[src/rtl/dmem_arbiter.sv]
// Shares one single-port data memory between the CPU pipeline and an external host.
// The CPU has priority, but a pending host access is deferred by at most HOST_MAX_WAIT CPU accesses.
module dmem_arbiter #(
  parameter int HOST_MAX_WAIT = 4,
  parameter int AW            = 30
) (
  input  logic          clk,
  input  logic          reset,
  input  logic          cpu_req,
  input  logic [3:0]    cpu_we,
  input  logic [31:0]   cpu_addr,
  input  logic [31:0]   cpu_wdata,
  output logic          cpu_stall,
  output logic [31:0]   cpu_rdata,
  output logic          cpu_rvalid,
  input  logic          host_req,
  input  logic          host_we,
  input  logic [31:0]   host_addr,
  input  logic [31:0]   host_wdata,
  output logic          host_busy,
  output logic          host_ack,
  output logic [31:0]   host_rdata,
  output logic          host_rvalid,
  output logic          mem_en,
  output logic [3:0]    mem_we,
  output logic [AW-1:0] mem_addr,
  output logic [31:0]   mem_wdata,
  input  logic [31:0]   mem_rdata
);

  localparam int WW = (HOST_MAX_WAIT > 0) ? $clog2(HOST_MAX_WAIT + 1) : 1;
  localparam logic [WW-1:0] WAIT_MAX = WW'(HOST_MAX_WAIT);

  typedef enum logic [1:0] {IDLE, PEND, HRD} state_e;

  state_e          state_q, state_d;
  logic [WW-1:0]   wait_q, wait_d;
  logic            hwe_q, hwe_d;
  logic [AW-1:0]   haddr_q, haddr_d;
  logic [31:0]     hwdata_q, hwdata_d;
  logic            cpuRd_q, cpuRd_d;
  logic            hostRd_q, hostRd_d;
  logic [31:0]     hrdata_q, hrdata_d;
  logic            hostGrant;
  logic            cpuGrant;
  logic            unusedBits;

  assign unusedBits = ^{cpu_addr[1:0], host_addr[1:0]};

  always_comb begin
    state_d   = state_q;
    wait_d    = wait_q;
    hwe_d     = hwe_q;
    haddr_d   = haddr_q;
    hwdata_d  = hwdata_q;
    cpuRd_d   = 1'b0;
    hostRd_d  = 1'b0;
    hrdata_d  = hrdata_q;
    hostGrant = 1'b0;
    cpuGrant  = 1'b0;
    mem_en    = 1'b0;
    mem_we    = 4'b0000;
    mem_addr  = cpu_addr[AW+1:2];
    mem_wdata = cpu_wdata;
    cpu_stall = 1'b0;
    host_ack  = 1'b0;

    if (!reset) begin
      hostGrant = (state_q == PEND) && (!cpu_req || (wait_q == WAIT_MAX));
      cpuGrant  = cpu_req && !hostGrant;

      case (state_q)
        IDLE: begin
          wait_d = '0;
          if (host_req) begin
            hwe_d    = host_we;
            haddr_d  = host_addr[AW+1:2];
            hwdata_d = host_wdata;
            state_d  = PEND;
          end
        end
        PEND: begin
          if (hostGrant) begin
            wait_d  = '0;
            state_d = hwe_q ? IDLE : HRD;
          end else if (wait_q != WAIT_MAX) begin
            wait_d = wait_q + 1'b1;
          end
        end
        HRD:     state_d = IDLE;
        default: state_d = IDLE;
      endcase

      // The owner tag remembers who issued a read so next cycle's mem_rdata goes to the right requester.
      if (hostGrant) begin
        mem_en    = 1'b1;
        mem_we    = {4{hwe_q}};
        mem_addr  = haddr_q;
        mem_wdata = hwdata_q;
        host_ack  = 1'b1;
        cpu_stall = cpu_req;
        hostRd_d  = !hwe_q;
      end else if (cpuGrant) begin
        mem_en  = 1'b1;
        mem_we  = cpu_we;
        cpuRd_d = (cpu_we == 4'b0000);
      end

      if (hostRd_q) begin
        hrdata_d = mem_rdata;
      end
    end
  end

  always_ff @(posedge clk) begin
    if (reset) begin
      state_q  <= IDLE;
      wait_q   <= '0;
      hwe_q    <= 1'b0;
      haddr_q  <= '0;
      hwdata_q <= '0;
      cpuRd_q  <= 1'b0;
      hostRd_q <= 1'b0;
      hrdata_q <= '0;
    end else begin
      state_q  <= state_d;
      wait_q   <= wait_d;
      hwe_q    <= hwe_d;
      haddr_q  <= haddr_d;
      hwdata_q <= hwdata_d;
      cpuRd_q  <= cpuRd_d;
      hostRd_q <= hostRd_d;
      hrdata_q <= hrdata_d;
    end
  end

  // Read returns are masked while reset is high so an in-flight access is silently dropped.
  assign cpu_rvalid  = cpuRd_q && !reset;
  assign cpu_rdata   = cpu_rvalid ? mem_rdata : 32'h0;
  assign host_rvalid = hostRd_q && !reset;
  assign host_rdata  = reset ? 32'h0 : (host_rvalid ? mem_rdata : hrdata_q);
  assign host_busy   = (state_q != IDLE) && !reset;

endmodule

[config.mk]
export PLATFORM = sky130hd
export DESIGN_NAME = dmem_arbiter
export DESIGN_NICKNAME = d
export VERILOG_FILES = /design/src/rtl/dmem_arbiter.sv
export SDC_FILE = /design/constraint.sdc
export NUM_CORES = 1
export LEC_CHECK = 0
export CAP_MARGIN = 20
export CORE_ASPECT_RATIO = 0.8
export CORE_MARGIN = 2
export CORE_UTILIZATION = 40
export CTS_CLUSTER_DIAMETER = 200
export DETAILED_ROUTE_END_ITERATION = 7
export PLACE_DENSITY = 0.91
export SLEW_MARGIN = 20
export SYNTH_ARGS = -nofsm -noshare
export SYNTH_HDL_FRONTEND = slang
export SYNTH_SLANG_ARGS = --single-unit
[constraint.sdc]
create_clock -name clk -period 4.4 [get_ports clk]
set_input_delay 0.88 -clock clk [delete_from_list [all_inputs] [get_ports clk]]
set_output_delay 0.88 -clock clk [all_outputs]
set_load 0.05 [all_outputs]
==> results.ini <==
[synth]
synth-edff-count=0
synth_seq_cells=102
synth_top_family_by_area=multiplexers
synth.area.top_cells=dfxtp_1 (42%), mux2_4 (11%), nand2_1 (9.9%)
synthAdderAreaFrac_pct=0.5099
yosys-mux-area-fraction_pct=23.79
synthesis.instances=567
yosys.area.top_type=dfxtp_1
syn_nets=738
yosysUniqueCellTypes=27
yosys.area_share.simple_pct=21.47
synth_top_area_share_pct=41.61
synth_top_flop_cell=dfxtp_1
avgSynthCellArea_sq_um=8.655
synth_most_common_cell=nand2_1
synth_compound_area_share_pct=7.930
synthArstFlopShare_pct=0
seq_area_frac_synth_pct=41.61
syn_area_sq_um=4907
ys.warnings.count=0
synth_xor_area_share_pct=0
synth_common_cells=nand2_1 (129), dfxtp_1 (102), nor2_1 (70)

[sta]
fin_crit_ps=3871
slew_viol_final=0
fin_worst_skew_ps=5.456
worst_pin_slew_ps=1005
tns_ps=0
period_share_pct=87.98
final-setup-viol-count=0
maxSlewHeadroom_pct=32.99
hold_violations=0
maxClockFrequency_ghz=0.2583
rsz0062_at_grt=false

[setup_path]
rr_startpoint=wait_q[0]
critPathMaxStageDelay_ps=470
crit_fanout=22
rrSetupSlack_ps=2570
worst_setup_path_start_kind=primary input
crit_slowest_cell=clkdlybuf4s50_1
cp.arrival_ps=2990
cp_num_buf_inv=3
crit_type=in2out
critPathCaptureType=output pin
critical_path.top_delay_family=buffers and inverters
critPathLaunch=cpu_req
cp.required_ps=3520
crit_chain=clkdlybuf4s50_1 -> a21boi_2 -> or3_4 -> buf_4 -> mux2_4 -> buf_12

[drt]
drt_first_iter_violations=208
dr_wl_met3_microns=1294
highest_layer=met4
vias=4876
wl_microns=15420
wl_met1_microns=6030
antenna_left=0
drt_pass1_iterations=4
drc=0
avgViaCountPerCell=4.876
wire_per_inst_microns=15.42
wl_met2_microns=7808

[clocking]
cts_inserted_buffers=9
postCtsSetupBuffers=0
post_cts_resize_count=0
htreeDepth=3
cts-root-buf=clkbuf_16
cts.sinks=102
cts_tree=built
cts.clk_slew.worst_paths_ps=70
max-clock-path-buffers=2
cts.hold.buffers_added=0
insertion_delay_ps=340

[final_layout]
final_nets=1015
syn2layout_area_growth_pct=74.60
final_util_pct=70.98
fin_cells=1000
n_antenna_cell=0
drive_above_1_share_pct=19.10

[die]
core_area_sq_um=12070
start_util_pct=40.65
dieArea_sq_um=13180
rows=36
die_h_microns=103.1
die_x_microns=127.8
pin_count=305

[placed_design]
dp_hpwl_microns=11680
dp.cells=985
portBuffers=300
gp_congestion=0.7900

[status]
status=complete, no violations

[pwr]
total_power_w=0.002466
power.density_nw_per_um2=287.8
power_leakage_nw=3.504
peakVddDrop_uv=215.7

[global_routing]
overflow=0
grt_pass1_vias=4694
grt_max_degree=55
grt_pass1_wl_microns=23230
track_usage_pct=22.50
grt_antenna_before_repair=0

[hold_path]
hp-class=reg2reg
holdCritStartpoint=haddr_q[3]

[job]
maxCapViolCount=0

sequential cells by signal, summed over array words and instances (netlist names):
register / flops
cpuRd_q: 1
haddr_q: 30
hostRd_q: 1
hrdata_q: 32
hwdata_q: 32
hwe_q: 1
state_q: 2
wait_q: 3
power by group:
part           total (W)  switching, W  internal [W]
sequential      0.000997     0.0000291      0.000968
combinational   0.000692      0.000349      0.000343
clock           0.000778      0.000337      0.000440
total            0.00247      0.000715       0.00175
kinds of logic after synthesis:
kind of cell    after synthesis
fa+ha+maj                     2
compound gates               73
mux                          95
flops                       102
simple gates                246
buf+inv                      49
worst paths after layout:
kind,end,cells after the start
worst min-delay path,haddr_q[3],2
worst min register to register,haddr_q[3],2
worst max-delay path,mem_wdata[11],6
worst max register to register,hostRd_q,6
through the flow:
stage | hold WS (ps) | setup WS (ps) | cell area [sq um]
after floorplan | 433.8 | 1055 | 4907
after CTS | 456.4 | 535.4 | 8568
after global placement | 441.5 | 568.1 | 8279
after global routing | 479.2 | 449.7 | 8568
after detailed placement | 447.6 | 535.2 | 8279
final | 454.7 | 528.8 | 8568
per-layer routing:
layer	global-route usage, %	vias up
met5	0	-
met4	6.593	0
met3	7.628	24
met2	40.72	198
met1	25.46	2242
li1	-	2412
placed cells by master (no fill, tap or decap), types with 2 or more instances in the layout:
master           Yosys  routed
clkdlybuf4s50_1      0     231
nand2_1            129     129
dfxtp_1            102     101
nor2_1              70      70
a21oi_1             67      67
buf_4                0      42
buf_12               0      38
mux2_4              37      37
mux2i_1             33      33
and2_1              33      33
mux2_2              25      25
clkbuf_16            0       9
inv_1                4       4
a22o_1               4       4
nor3_1               2       2
nor2b_1              3       2
ha_1                 2       2
final cells by class:
class                      instances  area (sq um)
tap                              152         190.2
multi-input combinational        416          2643
timing repair buffer             311          3388
inverter                           4         15.01
fill                             896          3503
sequential                       102          2043
clock buffer                      10         229.0
clock inverter                     5         60.06
worst register-to-register path, cell delays in order, from the launching register on:
cell      delay [ps]
dfxtp_1          390
inv_1             60
ha_1             210
a21boi_2         260
or3_4            410
buf_4            320
nor2_1            60
(Power assumes the default switching activity.)
